$ cat src/rtl/riscv_enc_pkg.sv
// Shared formats, opcodes and immediate limits for the RV64 instruction encoder.
// Limits are signed 64-bit so range checks are plain comparisons.
package riscv_enc_pkg;

    typedef enum logic [2:0] {
        FMT_I  = 3'd0,
        FMT_S  = 3'd1,
        FMT_SB = 3'd2,
        FMT_U  = 3'd3,
        FMT_UJ = 3'd4
    } fmt_t;

    localparam logic [6:0] OP_IMM    = 7'b0010011;
    localparam logic [6:0] OP_LOAD   = 7'b0000011;
    localparam logic [6:0] OP_JALR   = 7'b1100111;
    localparam logic [6:0] OP_SYSTEM = 7'b1110011;
    localparam logic [6:0] OP_STORE  = 7'b0100011;
    localparam logic [6:0] OP_BRANCH = 7'b1100011;
    localparam logic [6:0] OP_LUI    = 7'b0110111;
    localparam logic [6:0] OP_JAL    = 7'b1101111;

    localparam logic signed [63:0] IMM_I_MIN  = -64'sd2048;
    localparam logic signed [63:0] IMM_I_MAX  = 64'sd2047;
    localparam logic signed [63:0] IMM_SB_MIN = -64'sd4096;
    localparam logic signed [63:0] IMM_SB_MAX = 64'sd4094;
    localparam logic signed [63:0] IMM_UJ_MIN = -64'sd1048576;
    localparam logic signed [63:0] IMM_UJ_MAX = 64'sd1048574;
    localparam logic signed [63:0] IMM_U_MIN  = -64'sd2147483648;
    localparam logic signed [63:0] IMM_U_MAX  = 64'sd2147483647;

    function automatic logic in_range(
        input logic signed [63:0] v,
        input logic signed [63:0] lo,
        input logic signed [63:0] hi
    );
        return (v >= lo) && (v <= hi);
    endfunction

endpackage

$ cat src/rtl/imm_pack.sv
// Combinational packer: range-checks the immediate and scatters it into
// the instruction word for the selected format.
import riscv_enc_pkg::*;

module imm_pack (
    input  logic [2:0]  i_fmt,
    input  logic [6:0]  i_opcode,
    input  logic [4:0]  i_rd,
    input  logic [4:0]  i_rs1,
    input  logic [4:0]  i_rs2,
    input  logic [2:0]  i_funct3,
    input  logic [63:0] i_imm,
    output logic [31:0] o_instr,
    output logic        o_err
);

    logic signed [63:0] w_imm;
    logic               w_ok;
    logic [31:0]        w_word;

    assign w_imm = i_imm;

    always_comb begin
        w_ok   = 1'b0;
        w_word = '0;
        case (i_fmt)
            FMT_I: begin
                w_ok   = in_range(w_imm, IMM_I_MIN, IMM_I_MAX);
                w_word = {i_imm[11:0], i_rs1, i_funct3, i_rd, i_opcode};
            end
            FMT_S: begin
                w_ok   = in_range(w_imm, IMM_I_MIN, IMM_I_MAX);
                w_word = {i_imm[11:5], i_rs2, i_rs1, i_funct3,
                          i_imm[4:0], i_opcode};
            end
            FMT_SB: begin
                w_ok   = in_range(w_imm, IMM_SB_MIN, IMM_SB_MAX) && !i_imm[0];
                w_word = {i_imm[12], i_imm[10:5], i_rs2, i_rs1, i_funct3,
                          i_imm[4:1], i_imm[11], i_opcode};
            end
            FMT_U: begin
                // Low 12 bits must be zero; range pins bits 63:31 to the sign.
                w_ok   = in_range(w_imm, IMM_U_MIN, IMM_U_MAX)
                         && (i_imm[11:0] == 12'd0);
                w_word = {i_imm[31:12], i_rd, i_opcode};
            end
            FMT_UJ: begin
                w_ok   = in_range(w_imm, IMM_UJ_MIN, IMM_UJ_MAX) && !i_imm[0];
                w_word = {i_imm[20], i_imm[10:1], i_imm[11], i_imm[19:12],
                          i_rd, i_opcode};
            end
            default: begin
                w_ok   = 1'b0;
                w_word = '0;
            end
        endcase
    end

    assign o_err   = !w_ok;
    assign o_instr = w_ok ? w_word : 32'h0;

endmodule

$ cat src/rtl/instr_imm_encoder.sv
// Two-stage valid/ready encoder: S1 holds the request, S2 holds the packed
// word; saturating counters track emitted good and rejected words.
import riscv_enc_pkg::*;

module instr_imm_encoder #(
    parameter int CNT_W = 16
) (
    input  logic             clk,
    input  logic             rst_n,
    input  logic             in_valid,
    output logic             in_ready,
    input  logic [2:0]       in_fmt,
    input  logic [6:0]       in_opcode,
    input  logic [4:0]       in_rd,
    input  logic [4:0]       in_rs1,
    input  logic [4:0]       in_rs2,
    input  logic [2:0]       in_funct3,
    input  logic [63:0]      in_imm,
    output logic             out_valid,
    input  logic             out_ready,
    output logic [31:0]      out_instr,
    output logic             out_err,
    output logic [CNT_W-1:0] cnt_ok,
    output logic [CNT_W-1:0] cnt_err
);

    logic             r_s1_valid;
    logic [2:0]       r_s1_fmt;
    logic [6:0]       r_s1_opcode;
    logic [4:0]       r_s1_rd;
    logic [4:0]       r_s1_rs1;
    logic [4:0]       r_s1_rs2;
    logic [2:0]       r_s1_funct3;
    logic [63:0]      r_s1_imm;
    logic             r_s2_valid;
    logic [31:0]      r_s2_instr;
    logic             r_s2_err;
    logic [CNT_W-1:0] r_cnt_ok;
    logic [CNT_W-1:0] r_cnt_err;

    logic        w_s2_adv;
    logic        w_s1_adv;
    logic        w_accept;
    logic        w_emit;
    logic [31:0] w_instr;
    logic        w_err;

    assign w_s2_adv = !r_s2_valid || out_ready;
    assign w_s1_adv = !r_s1_valid || w_s2_adv;
    assign w_accept = in_valid && w_s1_adv;
    assign w_emit   = r_s2_valid && out_ready;

    imm_pack u_pack (
        .i_fmt    (r_s1_fmt),
        .i_opcode (r_s1_opcode),
        .i_rd     (r_s1_rd),
        .i_rs1    (r_s1_rs1),
        .i_rs2    (r_s1_rs2),
        .i_funct3 (r_s1_funct3),
        .i_imm    (r_s1_imm),
        .o_instr  (w_instr),
        .o_err    (w_err)
    );

    always_ff @(posedge clk or negedge rst_n) begin
        if (!rst_n) begin
            r_s1_valid  <= 1'b0;
            r_s1_fmt    <= '0;
            r_s1_opcode <= '0;
            r_s1_rd     <= '0;
            r_s1_rs1    <= '0;
            r_s1_rs2    <= '0;
            r_s1_funct3 <= '0;
            r_s1_imm    <= '0;
        end else if (w_s1_adv) begin
            r_s1_valid <= in_valid;
            if (w_accept) begin
                r_s1_fmt    <= in_fmt;
                r_s1_opcode <= in_opcode;
                r_s1_rd     <= in_rd;
                r_s1_rs1    <= in_rs1;
                r_s1_rs2    <= in_rs2;
                r_s1_funct3 <= in_funct3;
                r_s1_imm    <= in_imm;
            end
        end
    end

    always_ff @(posedge clk or negedge rst_n) begin
        if (!rst_n) begin
            r_s2_valid <= 1'b0;
            r_s2_instr <= '0;
            r_s2_err   <= 1'b0;
        end else if (w_s2_adv) begin
            r_s2_valid <= r_s1_valid;
            if (r_s1_valid) begin
                r_s2_instr <= w_instr;
                r_s2_err   <= w_err;
            end
        end
    end

    always_ff @(posedge clk or negedge rst_n) begin
        if (!rst_n) begin
            r_cnt_ok  <= '0;
            r_cnt_err <= '0;
        end else if (w_emit) begin
            if (!r_s2_err && !(&r_cnt_ok))
                r_cnt_ok <= r_cnt_ok + CNT_W'(1);
            if (r_s2_err && !(&r_cnt_err))
                r_cnt_err <= r_cnt_err + CNT_W'(1);
        end
    end

    assign in_ready  = w_s1_adv;
    assign out_valid = r_s2_valid;
    assign out_instr = r_s2_instr;
    assign out_err   = r_s2_err;
    assign cnt_ok    = r_cnt_ok;
    assign cnt_err   = r_cnt_err;

endmodule
$ cat config.mk
export PLATFORM = sky130hd
export DESIGN_NAME = instr_imm_encoder
export DESIGN_NICKNAME = d
export VERILOG_FILES = /design/src/rtl/riscv_enc_pkg.sv /design/src/rtl/imm_pack.sv /design/src/rtl/instr_imm_encoder.sv
export SDC_FILE = /design/constraint.sdc
export NUM_CORES = 1
export LEC_CHECK = 0
export BUFFER_PORTS_ARGS = -buffer_cell sky130_fd_sc_hd__buf_2
export CORE_MARGIN = 4
export CORE_UTILIZATION = 50
export CTS_CLUSTER_DIAMETER = 120
export DETAILED_ROUTE_END_ITERATION = 8
export GPL_ROUTABILITY_DRIVEN = 0
export PLACE_DENSITY = 0.74
export SLEW_MARGIN = 10
export SYNTH_ARGS = -nofsm -noshare
export SYNTH_HDL_FRONTEND = slang
export SYNTH_SLANG_ARGS = --single-unit
$ cat constraint.sdc
create_clock -name clk -period 5.4 [get_ports clk]
set_input_delay 0.81 -clock clk [delete_from_list [all_inputs] [get_ports clk]]
set_output_delay 0.81 -clock clk [all_outputs]
set_load 0.01 [all_outputs]
==> out/results.tsv, run 1 <==
stage	metric	value	unit
pwr	peak supply drop	0.000219	V
sta	sum of negative setup slack	0	ps
clock_network	# clock sinks	159	
clock_network	Num CTS Buffers	17	
placement	total cell area at the placement stage	0.00831	mm²
setup_path	worst flop-to-flop path startpoint	r_s1_fmt[2]	
sta	largest clock skew in the final design	5.85	ps
finish	fin util	0.618	
setup_path	kind of capture point of the worst setup path	flop	
finish	Inserted Diodes	0	
setup_path	CP Class	in2reg	
sta	Least-Margin Pin Slew	972	ps
logic_synthesis	area share of the largest cell type after synthesis	0.541	
finish	share of cells above drive strength 1	0.410	
logic_synthesis	synthesis warning total	0	
placement	total half-perimeter wirelength after legalization and detailed placement	12300	µm
detailed_routing	via/cell ratio	5.70	
logic_synthesis	total standard cell area after synthesis	0.00736	mm²
detailed_routing	final routed wire length divided by cell count	18.3	µm
detailed_routing	number of DRC violations after detailed routing	0	
clock_network	H-tree depth reported by CTS	4	
detailed_routing	first-pass detailed-route iteration total	5	
sta	unrepaired setup endpoints after global routing	false	
setup_path	critical path peak fanout	62	
clock_network	number of buffers inserted to repair setup after CTS	0	
finish	post-layout net count	858	
setup_path	Data arrival, critical path	2710	ps
clock_network	CTS tree	yes	
sta	Max Clock Freq	414	MHz
logic_synthesis	share of synthesized flip-flops with an asynchronous set or reset	1.00	
clock_network	worst-case clock buffer depth	2	
setup_path	Worst EP required	5700	ps
clock_network	clock latency of the later-clocked register in the worst-skew pair	420	ps
setup_path	element type at the critical path start	input port	
logic_synthesis	Post-synth EDFFs	0	
grt	maximum number of pins on one net before global-route repair	111	
job	number of max-capacitance violations reported	0	
logic_synthesis	number of nets in the synthesized netlist	705	
detailed_routing	Detail Route Antenna Nets	0	
floorplanning	Boundary Pins	163	
grt	antenna violations before repair	0	
clock_network	cell at the root of the clock tree	sky130_fd_sc_hd__clkbuf_16	
logic_synthesis	post-synthesis cell count	607	
pwr	PD cells	380	mW/mm²
logic_synthesis	most area-consuming cells after synthesis	sky130_fd_sc_hd__dfrtp_1 54%, sky130_fd_sc_hd__mux2_2 16%, sky130_fd_sc_hd__a21oi_1 3.5%, sky130_fd_sc_hd__xnor2_1 2.1%, sky130_fd_sc_hd__mux2i_1 2.0%	
grt	first-pass GRT wire length	28000	µm
floorplanning	DIE AREA	0.0167	mm²
sta	number of failing setup endpoints in the final timing report	0	
worst_hold_path	start point of the worst min-delay path	cnt_err[13]	
grt	global route total overflow	0	
floorplanning	width of the die	129	µm
grt	All-Layer GR Usage	0.213	
setup_path	Reg2Reg Depth	6	
logic_synthesis	distinct cell type count after synthesis	48	
detailed_routing	violation count after the first detailed-route iteration	350	
worst_hold_path	destination of the worst hold path	cnt_err[13]	
logic_synthesis	primary flip-flop cell chosen by synthesis mapping	sky130_fd_sc_hd__dfrtp_1	
setup_path	reg-to-reg endpoint	out_instr[20]	
sta	final period demand of the worst path	2410	ps
sta	post-route worst hold slack	488	ps
setup_path	worst reg-to-reg setup slack	3020	ps
sta	number of pins exceeding their max-slew limit in the final report	0	
pwr	cell leakage power	0.00409	µW
clock_network	CTS Hold Buffers Added	0	
status	status	finished, final reports clean	
finish	relative area change from synthesis to final layout	21.6	%
clock_network	count of instances resized after the clock tree is built	0	
worst_hold_path	class of the worst hold path	reg2reg	
clock_network	Worst-path clk slew	60	ps
sta	final number of hold-violating endpoints	0	
floorplanning	die outline height	129	µm
floorplanning	core region area	0.0145	mm²
grt	vias in the first global route	5575	
logic_synthesis	count of state elements after synthesis	159	
detailed_routing	total routed wirelength	17500	µm
sta	worst-case headroom to the max-slew limit	0.352	
sta	Final period util	0.447	
detailed_routing	vias after detailed routing	5458	
finish	Post-Layout Inst Area	0.00894	mm²
logic_synthesis	library cell with the largest summed area after synthesis	sky130_fd_sc_hd__dfrtp_1	
floorplanning	initial standard-cell utilization of the core	0.508	
floorplanning	floorplan row count	44	
logic_synthesis	average footprint of a synthesized cell	12.1	µm²
placement	# port buffers	162	
finish	fill cell total of the finished layout	1129	
worst_hold_path	cell depth of the worst min-delay path	1	
logic_synthesis	sequential element share of the synthesized area	0.541	
synthesized netlist by cell type, drive strengths merged, types with 10 or more instances:
cell    count
dfrtp     159
mux2      105
a21oi      51
nand2      26
buf        21
nand4      21
nor4       19
nor2b      18
o21ai      18
xnor2      18
mux2i      15
clkbuf     14
o211ai     12
xor2       12
a22oi      10
nand3      10
final cells by class:
| type | count | area, µm² | area share |
|---|---|---|---|
| Sequential cell | 159 | 3980 | 0.445 |
| Multi-Input combinational cell | 407 | 3210 | 0.358 |
| Timing Repair Buffer | 169 | 870 | 0.0972 |
| Clock buffer | 17 | 425 | 0.0476 |
| Tap cell | 184 | 230 | 0.0257 |
| Clock inverter | 15 | 211 | 0.0236 |
| Inverter | 6 | 22.5 | 0.00252 |
cell usage in the layout, fill, tap and decap left out, drive strengths merged, types with 2 or more instances in the layout:
cell type  count
mux2         105
xor2          12
ha             2
o21ai         18
a211oi         2
o221ai         8
bufinv         4
nand2         26
nor3           8
o211ai        12
and3b          2
nand2b         4
a22o           7
mux2i         15
clkinvlp       4
nand4         21
and3           6
a31o           2
nor4          19
and2           3
buf          169
and4           6
xnor2         18
nor2b         18
nand3         10
nor2           9
a21oi         51
dfrtp        159
inv            9
clkbuf        17
clkinv         4
a22oi         10
per-stage QoR:
stage	std cells	power (µW)	setup WS, ps
floorplan	607	1900	3270
global placement	925	2110	2600
detailed placement	925	2140	2540
CTS	957	3430	2970
global route	957	3570	2880
finish	957	3400	2990
worst max path at each step:
stage | start | end | slack (ps) | depth (start not counted)
after detailed placement | out_ready | r_s1_opcode[4] | 2540 | 5
final | out_ready | r_s1_imm[23] | 2990 | 5
after floorplan | out_ready | cnt_ok[9] | 3270 | 5
after CTS | out_ready | r_s1_imm[23] | 2970 | 5
after global routing | out_ready | r_s1_imm[21] | 2880 | 5
after global placement | out_ready | r_s1_opcode[6] | 2600 | 5
metal layers:
metal | global-route usage | wire [µm] | vias up | share of wire
li1 | - | - | 2545 | -
met1 | 0.290 | 7730 | 2715 | 0.44
met2 | 0.332 | 8240 | 175 | 0.47
met3 | 0.0610 | 1190 | 23 | 0.068
met4 | 0.0698 | 332 | 0 | 0.019
met5 | 0 | 0 | - | 0
report_power, final:
| part | leakage [µW] | total [µW] | switching [µW] | internal, µW |
|---|---|---|---|---|
| Combinational | 0.00184 | 602 | 302 | 300 |
| Clock | 0.000297 | 1280 | 499 | 780 |
| Sequential | 0.00195 | 1520 | 163 | 1360 |
critical path, stage by stage:
cell and delay [ps]:
sky130_fd_sc_hd__buf_2 130, sky130_fd_sc_hd__nand3b_1 230, sky130_fd_sc_hd__nand2_4 630, sky130_fd_sc_hd__buf_4 490, sky130_fd_sc_hd__mux2_2 390
sequential cells by signal (all words and copies together), names as in the netlist, 3 cells and up:
name / count
r_s1_imm: 64
r_s1_opcode: 7
r_s1_rs1: 5
r_s1_funct3: 3
r_s1_rd: 5
r_s1_rs2: 5
r_s1_fmt: 3
out_instr: 32
cnt_ok: 16
cnt_err: 16
cell families after synthesis:
family | Yosys count | share of synthesized area
flip-flops | 159 | 0.541
AND/OR/NAND/NOR | 137 | 0.108
multiplexers | 120 | 0.181
AO/OA/AOI/OAI | 118 | 0.106
buffers and inverters | 41 | 0.0245
XOR/XNOR | 30 | 0.0357
adder cells (fa/ha/maj) | 2 | 0.00340
No activity file was read; power rests on OpenSTA's default activity.
==> run 2, diff against run 1 <==
ABC_AREA = 1   (was not set)
clock period = 2.4 ns   (was 5.4 ns; I/O delays follow)
==> run 2 against run 1 <==
  * Synthesized cell count grew 49%
  * Critical endpoint is now out_instr[29]
  * Largest power group unchanged
  * Routed wire length grew 9.1%
  * Flip-flop and latch count is the same
  * Cell count grew 35%
  * Largest cell class unchanged
  * Sequential share of layout area shrank 3.1 points
==> out/results.tsv, run 2 <==
stage	metric	value	unit	change
status	status	finished, final reports clean		unchanged
grt	antenna violations before repair	1		was 0
logic_synthesis	Post-synth EDFFs	0		unchanged
grt	first-pass GRT wire length	31300	µm	was 28000 µm
logic_synthesis	number of nets in the synthesized netlist	1004		was 705
sta	Max Clock Freq	465	MHz	
logic_synthesis	distinct cell type count after synthesis	35		was 48
logic_synthesis	share of the synthesized area in compound gates (AO/OA/AOI/OAI)	0.0599		was 0.106
logic_synthesis	total standard cell area after synthesis	0.00792	mm²	was 0.00736 mm²
sta	number of pins exceeding their max-slew limit in the final report	0		unchanged
floorplanning	die outline height	134	µm	was 129 µm
sta	sum of negative setup slack	0	ps	unchanged
detailed_routing	violation count after the first detailed-route iteration	447		was 350
clock_network	Worst-path clk slew	60	ps	about the same
logic_synthesis	post-synthesis share of cell area spent on xor and xnor gates	0.0332		was 0.0357
floorplanning	floorplan row count	45		was 44
finish	most used cells in the layout excluding fill and tap cells	208 x sky130_fd_sc_hd__nand2_1, 163 x sky130_fd_sc_hd__nor2_1, 161 x sky130_fd_sc_hd__buf_2		was 161 x sky130_fd_sc_hd__buf_2, 159 x sky130_fd_sc_hd__dfrtp_1, 105 x sky130_fd_sc_hd__mux2_2
sta	final number of hold-violating endpoints	0		unchanged
sta	final period demand of the worst path	2150	ps	
sta	largest clock skew in the final design	9.38	ps	was 5.85 ps
detailed_routing	final routed wire length divided by cell count	14.7	µm	was 18.3 µm
setup_path	Worst EP required	2710	ps	was 5700 ps
setup_path	kind of capture point of the worst setup path	flop		unchanged
logic_synthesis	count of state elements after synthesis	159		unchanged
logic_synthesis	area share of the largest cell type after synthesis	0.502		was 0.541
setup_path	Reg2Reg Depth	11		was 6
detailed_routing	via/cell ratio	5.12		was 5.70
pwr	combinational fraction of design power	0.222		was 0.177
clock_network	# clock sinks	159		unchanged
pwr	PD cells	846	mW/mm²	was 380 mW/mm²
setup_path	element type at the critical path start	flop		was input port
finish	share of cells above drive strength 1	0.306		was 0.410
pwr	clock power share	0.332		was 0.376
finish	most frequent standard cell in the layout excluding fill and tap cells	sky130_fd_sc_hd__nand2_1		was sky130_fd_sc_hd__buf_2
clock_network	CTS tree	yes		unchanged
placement	total half-perimeter wirelength after legalization and detailed placement	14000	µm	was 12300 µm
logic_synthesis	combinational family with the most area after synthesis	simple AND/OR/NAND/NOR gates		was multiplexers
detailed_routing	vias after detailed routing	6630		was 5458
finish	relative area change from synthesis to final layout	21.3	%	was 21.6%
floorplanning	Boundary Pins	163		unchanged
logic_synthesis	average footprint of a synthesized cell	8.74	µm²	was 12.1 µm²
floorplanning	initial standard-cell utilization of the core	0.515		was 0.508
finish	fill cell total of the finished layout	1313		was 1129
finish	max reg flops	64		unchanged
setup_path	stage delay of the slowest cell on the critical path	370	ps	was 630 ps
setup_path	CP Class	reg2reg		was in2reg
finish	Biggest register	r_s1_imm		unchanged
finish	fin util	0.625		was 0.618
logic_synthesis	area share of fa/ha/maj cells after synthesis	0.00316		was 0.00340
worst_hold_path	class of the worst hold path	in2reg		was reg2reg
pwr	switching power summed over all nets	2590	µW	was 963 µW
pwr	Seq pwr share	0.446		was 0.447
grt	vias in the first global route	6345		was 5575
worst_hold_path	cell depth of the worst min-delay path	2		was 1
logic_synthesis	synth cell count leaders	210 x sky130_fd_sc_hd__nand2_1, 163 x sky130_fd_sc_hd__nor2_1, 159 x sky130_fd_sc_hd__dfrtp_1, 74 x sky130_fd_sc_hd__mux2_2, 54 x sky130_fd_sc_hd__inv_1		was 159 x sky130_fd_sc_hd__dfrtp_1, 105 x sky130_fd_sc_hd__mux2_2, 51 x sky130_fd_sc_hd__a21oi_1, 26 x sky130_fd_sc_hd__nand2_1, 21 x sky130_fd_sc_hd__nand4_1
setup_path	Data arrival, critical path	2460	ps	was 2710 ps
logic_synthesis	sequential element share of the synthesized area	0.502		was 0.541
logic_synthesis	primary flip-flop cell chosen by synthesis mapping	sky130_fd_sc_hd__dfrtp_1		unchanged
sta	Final period util	0.897		
logic_synthesis	most used standard cell by instance count after synthesis	sky130_fd_sc_hd__nand2_1		was sky130_fd_sc_hd__dfrtp_1
logic_synthesis	share of synthesized flip-flops with an asynchronous set or reset	1.00		unchanged
pwr	switching part of the total	0.319		was 0.283
sta	Least-Margin Pin Slew	473	ps	was 972 ps
setup_path	critical path peak fanout	26		was 62
clock_network	clock latency of the later-clocked register in the worst-skew pair	420	ps	about the same
floorplanning	DIE AREA	0.0179	mm²	was 0.0167 mm²
clock_network	H-tree depth reported by CTS	4		unchanged
clock_network	number of buffers inserted to repair setup after CTS	0		unchanged
detailed_routing	number of DRC violations after detailed routing	0		unchanged
floorplanning	core region area	0.0154	mm²	was 0.0145 mm²
logic_synthesis	simple-gate share of the synthesized area	0.242		was 0.108
placement	# port buffers	162		unchanged
logic_synthesis	most area-consuming cells after synthesis	sky130_fd_sc_hd__dfrtp_1 50%, sky130_fd_sc_hd__mux2_2 11%, sky130_fd_sc_hd__nand2_1 10%, sky130_fd_sc_hd__nor2_1 7.7%, sky130_fd_sc_hd__inv_1 2.6%		was sky130_fd_sc_hd__dfrtp_1 54%, sky130_fd_sc_hd__mux2_2 16%, sky130_fd_sc_hd__a21oi_1 3.5%, sky130_fd_sc_hd__xnor2_1 2.1%, sky130_fd_sc_hd__mux2i_1 2.0%
pwr	Pint	5530	µW	was 2440 µW
clock_network	Num CTS Buffers	17		unchanged
setup_path	CP max stage cell	sky130_fd_sc_hd__nand3_4		was sky130_fd_sc_hd__nand2_4
logic_synthesis	library cell with the largest summed area after synthesis	sky130_fd_sc_hd__dfrtp_1		unchanged
setup_path	most prevalent standard cell on the critical path	sky130_fd_sc_hd__nand3_1		
finish	Inserted Diodes	0		unchanged
sta	unrepaired setup endpoints after global routing	false		unchanged
grt	All-Layer GR Usage	0.218		was 0.213
sta	worst-case headroom to the max-slew limit	0.683		was 0.352
grt	global route total overflow	0		unchanged
clock_network	worst-case clock buffer depth	2		unchanged
finish	post-layout net count	1170		was 858
detailed_routing	Detail Route Antenna Nets	0		unchanged
pwr	cell leakage power	0.00474	µW	was 0.00409 µW
sta	number of failing setup endpoints in the final timing report	0		unchanged
logic_synthesis	synthesis warning total	0		unchanged
pwr	peak supply drop	0.000495	V	was 0.000219 V
grt	maximum number of pins on one net before global-route repair	83		was 111
clock_network	cell at the root of the clock tree	sky130_fd_sc_hd__clkbuf_16		unchanged
job	number of max-capacitance violations reported	0		unchanged
setup_path	Critical Path, Cell by Cell	inv_1, nand3_1, clkinvlp_4, nand3_1, nor2_1, nand3_1, nand2_1, inv_2, nand3_4, nand2_1, inv_1		was buf_2, nand3b_1, nand2_4, buf_4, mux2_2
logic_synthesis	mux share of post-synthesis cell area	0.105		was 0.181
logic_synthesis	post-synthesis cell count	906		was 607
floorplanning	width of the die	134	µm	was 129 µm
detailed_routing	total routed wirelength	19100	µm	was 17500 µm
detailed_routing	first-pass detailed-route iteration total	6		was 5
finish	footprint of the multi-input gates	0.00352	mm²	was 0.00321 mm²
finish	Register Area	0.00398	mm²	unchanged
==> run 2: final timing paths <==
kind	slack [ps]	startpoint	endpoint
max	250	r_s1_fmt[2]	out_instr[29]
min	160	in_imm[45]	r_s1_imm[45]
max reg2reg	250	r_s1_fmt[2]	out_instr[29]
min reg2reg	480	out_instr[3]	out_instr[3]
max in group asynchronous	1250	rst_n	out_instr[19]
min in group asynchronous	410	rst_n	cnt_err[13]
==> run 2: cell type report <==
cell class,instances,area share
Sequential cell,159,0.414
Multi-Input combinational cell,648,0.367
Timing Repair Buffer,171,0.0989
Clock buffer,20,0.0486
Inverter,75,0.0297
Tap cell,211,0.0275
Clock inverter,12,0.0141
==> run 2: power groups by stage <==
stage          combinational [µW]  clock (µW)  sequential, µW
6_report                     1810        2690            3620
3_5_place_dp                 1810           0            3650
4_1_cts                      1820        2760            3610
5_1_grt                      2040        2870            3690
3_3_place_gp                 1770           0            3640
2_1_floorplan                1140           0            3620
==> run 2: timing repair <==
item,4_1_cts,5_1_grt
hold buffers,1,0
hold endpoints to repair,35,0
resized for setup,0,1
setup endpoints to repair,0,5
==> run 2: stage by stage <==
step                      hold WS [ps]  power (µW)  instance area (µm²)  instances  setup slack (ps)
after floorplan                   64.4        4760                 7920        906               698
after global placement             287        5410                 8990       1263               309
after detailed placement           290        5460                 8990       1263               292
after CTS                          146        8200                 9600       1296               261
after global routing               148        8610                 9600       1296              32.1
final                              164        8120                 9600       1296               248
==> run 2: critical path: cells and delay by family (launching register included) <==
kind / cells / cell delay [ps]
DFF: 1 / 360
and+or+nand+nor: 7 / 1150
buffers and inverters: 4 / 520
==> run 2: kinds of logic after synthesis <==
group | Yosys count
xor gates and xnor gates | 30
buffers and inverters | 99
muxes | 74
DFF | 159
AOI/OAI and AO/OA | 82
and+or+nand+nor | 460
adders and majority gates | 2
==> run 2: per-layer routing <==
layer / vias to the layer above / GRT usage / routed length (µm)
li1: 3259 / - / -
met1: 3125 / 0.301 / 8580
met2: 217 / 0.346 / 8970
met3: 27 / 0.0555 / 1280
met4: 2 / 0.0594 / 233
met5: - / 0 / 17
==> run 3, diff against run 2 <==
CORE_ASPECT_RATIO = 0.75   (was not set)
==> run 3 against run 2 <==
  * Worst hold slack gained 0.69 ps
  * Global-route usage grew 0.46 points
  * Die area grew 0.12%
  * Routed wire length grew 3.1%
  * Sequential power is essentially flat
  * Cell count shrank 0.31%
  * Design area grew 0.40%
  * Sequential share of layout area shrank 0.17 points
  * Largest cell class unchanged
  * Largest power group unchanged
==> out/results.tsv, run 3 (synthesis results as in run 2) <==
stage	metric	value	unit	change
status	status	finished, final reports clean		unchanged
pwr	PD cells	869	mW/mm²	was 846 mW/mm²
clock_network	# clock sinks	159		unchanged
sta	final number of hold-violating endpoints	0		unchanged
setup_path	Worst EP required	2760	ps	was 2710 ps
setup_path	destination of the critical timing path	out_instr[30]		was out_instr[29]
detailed_routing	met2 WL post-DR	8590	µm	was 8970 µm
floorplanning	DIE AREA	0.0179	mm²	about the same
clock_network	CTS Hold Buffers Added	1		unchanged
grt	vias in the first global route	6206		was 6345
pwr	cell leakage power	0.00478	µW	was 0.00474 µW
grt	antenna violations before repair	0		was 1
clock_network	H-tree depth reported by CTS	4		unchanged
finish	share of cells above drive strength 1	0.305		was 0.306
setup_path	critical path peak fanout	26		unchanged
detailed_routing	via/cell ratio	5.16		was 5.12
floorplanning	die outline height	117	µm	was 134 µm
detailed_routing	top layer in use	met4		was met5
sta	largest clock skew in the final design	8.52	ps	was 9.38 ps
finish	fin util	0.627		was 0.625
detailed_routing	final routed wire length divided by cell count	15.2	µm	was 14.7 µm
pwr	clock power share	0.350		was 0.332
floorplanning	width of the die	153	µm	was 134 µm
setup_path	timing startpoint of the critical path	r_s1_fmt[2]		unchanged
floorplanning	floorplan row count	39		was 45
clock_network	Worst-path clk slew	60	ps	about the same
setup_path	CP Class	reg2reg		unchanged
setup_path	worst reg-to-reg setup slack	290	ps	was 250 ps
sta	final period demand of the worst path	2110	ps	was 2150 ps
floorplanning	initial standard-cell utilization of the core	0.515		unchanged
pwr	Seq pwr share	0.432		was 0.446
floorplanning	core region area	0.0154	mm²	unchanged
placement	# port buffers	162		unchanged
job	number of max-capacitance violations reported	0		unchanged
detailed_routing	Detail Route Antenna Nets	0		unchanged
finish	Register Area	0.00398	mm²	unchanged
placement	total half-perimeter wirelength after legalization and detailed placement	14700	µm	was 14000 µm
setup_path	kind of capture point of the worst setup path	flop		unchanged
finish	relative area change from synthesis to final layout	21.8	%	was 21.3%
worst_hold_path	cell depth of the worst min-delay path	2		unchanged
setup_path	worst flop-to-flop path startpoint	r_s1_fmt[2]		unchanged
clock_network	worst-case clock buffer depth	2		unchanged
finish	most frequent standard cell in the layout excluding fill and tap cells	sky130_fd_sc_hd__nand2_1		unchanged
detailed_routing	first-pass detailed-route iteration total	5		was 6
sta	unrepaired setup endpoints after global routing	false		unchanged
pwr	Pwr Total	8380	µW	was 8120 µW
finish	Inserted Diodes	0		unchanged
finish	Biggest register	r_s1_imm		unchanged
grt	maximum number of pins on one net before global-route repair	58		was 83
detailed_routing	number of DRC violations after detailed routing	0		unchanged
sta	number of pins exceeding their max-slew limit in the final report	0		unchanged
pwr	switching part of the total	0.315		was 0.319
setup_path	reg-to-reg endpoint	out_instr[30]		was out_instr[29]
finish	fill cell total of the finished layout	1331		was 1313
setup_path	Reg2Reg Depth	11		unchanged
sta	worst-case headroom to the max-slew limit	0.515		was 0.683
pwr	switching power summed over all nets	2640	µW	was 2590 µW
grt	global route total overflow	0		unchanged
clock_network	Num CTS Buffers	17		unchanged
sta	Max Clock Freq	474	MHz	was 465 MHz
grt	first-pass GRT wire length	31700	µm	was 31300 µm
setup_path	element type at the critical path start	flop		unchanged
finish	post-layout net count	1172		was 1170
setup_path	Data arrival, critical path	2460	ps	about the same
clock_network	count of instances resized after the clock tree is built	0		unchanged
pwr	Pint	5740	µW	was 5530 µW
pwr	peak supply drop	0.000592	V	was 0.000495 V
clock_network	number of buffers inserted to repair setup after CTS	0		unchanged
clock_network	CTS tree	yes		unchanged
sta	Final period util	0.878		was 0.897
clock_network	cell at the root of the clock tree	sky130_fd_sc_hd__clkbuf_16		unchanged
detailed_routing	met3 wirelength from detailed routing	1500	µm	was 1280 µm
sta	sum of negative setup slack	0	ps	unchanged
floorplanning	Boundary Pins	163		unchanged
finish	footprint of the multi-input gates	0.00352	mm²	unchanged
sta	Least-Margin Pin Slew	728	ps	was 473 ps
finish	most used cells in the layout excluding fill and tap cells	208 x sky130_fd_sc_hd__nand2_1, 163 x sky130_fd_sc_hd__nor2_1, 161 x sky130_fd_sc_hd__buf_2		unchanged
sta	number of failing setup endpoints in the final timing report	0		unchanged
detailed_routing	vias after detailed routing	6671		was 6630
grt	All-Layer GR Usage	0.223		was 0.218
detailed_routing	wl on met1	9350	µm	was 8580 µm
detailed_routing	violation count after the first detailed-route iteration	485		was 447
detailed_routing	total routed wirelength	19700	µm	was 19100 µm
clock_network	clock latency of the later-clocked register in the worst-skew pair	420	ps	about the same
finish	max reg flops	64		unchanged
placement	placed insts	1259		was 1263
finish	non-filler instance count after layout	1292		was 1296
pwr	combinational fraction of design power	0.218		was 0.222
worst_hold_path	class of the worst hold path	in2reg		unchanged
==> run 3: cell count changes in the layout (fill, tap and decap cells not counted) <==
cell | before | now
sky130_fd_sc_hd__bufinv_16 | 2 | 4
sky130_fd_sc_hd__buf_4 | 3 | 6
sky130_fd_sc_hd__buf_12 | 5 | 4
sky130_fd_sc_hd__clkinv_2 | 2 | 0
sky130_fd_sc_hd__inv_1 | 53 | 54
sky130_fd_sc_hd__clkbuf_1 | 0 | 1
sky130_fd_sc_hd__clkinvlp_4 | 5 | 2
sky130_fd_sc_hd__inv_6 | 1 | 2
==> run 3: worst min-delay path by stage <==
stage,endpoint,from
6_report,r_s1_imm[52],in_imm[52]
5_1_grt,r_s1_rs1[3],in_rs1[3]
4_1_cts,r_s1_rs1[3],in_rs1[3]
3_5_place_dp,r_s1_imm[43],rst_n
3_3_place_gp,r_s1_imm[43],rst_n
2_1_floorplan,cnt_err[0],rst_n
==> run 3: layout make-up <==
class                           instances  area share
Clock inverter                         11      0.0186
Multi-Input combinational cell        648       0.365
Timing Repair Buffer                  173      0.0988
Clock buffer                           21      0.0488
Sequential cell                       159       0.413
Inverter                               75      0.0292
Tap cell                              205      0.0266
==> run 3: power groups by stage <==
| stage | sequential (µW) | clock (µW) | combinational, µW |
|---|---|---|---|
| finish | 3620 | 2940 | 1830 |
| global route | 3690 | 3110 | 2060 |
| CTS | 3610 | 2990 | 1850 |
| detailed placement | 3650 | 0 | 1830 |
| global placement | 3640 | 0 | 1790 |
| floorplan | 3620 | 0 | 1140 |
==> run 3: worst max-delay path, stage by stage (launching register included) <==
cell,delay [ps]
sky130_fd_sc_hd__dfrtp_1,400
sky130_fd_sc_hd__inv_1,130
sky130_fd_sc_hd__nand3_1,180
sky130_fd_sc_hd__inv_1,320
sky130_fd_sc_hd__nand3_1,140
sky130_fd_sc_hd__nor2_1,130
sky130_fd_sc_hd__nand3_1,80
sky130_fd_sc_hd__nand2_1,80
sky130_fd_sc_hd__inv_2,50
sky130_fd_sc_hd__nand3_4,360
sky130_fd_sc_hd__nand2_1,110
sky130_fd_sc_hd__inv_1,70
==> run 3: layer usage <==
layer,global-route usage,vias up
li1,-,3253
met1,0.327,3150
met2,0.338,253
met3,0.0478,15
met4,0.0641,0
met5,0,-
==> run 3: metrics by stage <==
step                      instance area (µm²)  worst slack [ps]  hold slack, ps
final                                    9640               292             165
after global routing                     9640              72.6             148
after CTS                                9640               303             146
after detailed placement                 8980               324             273
after global placement                   8980               390             267
after floorplan                          7920               698            64.4
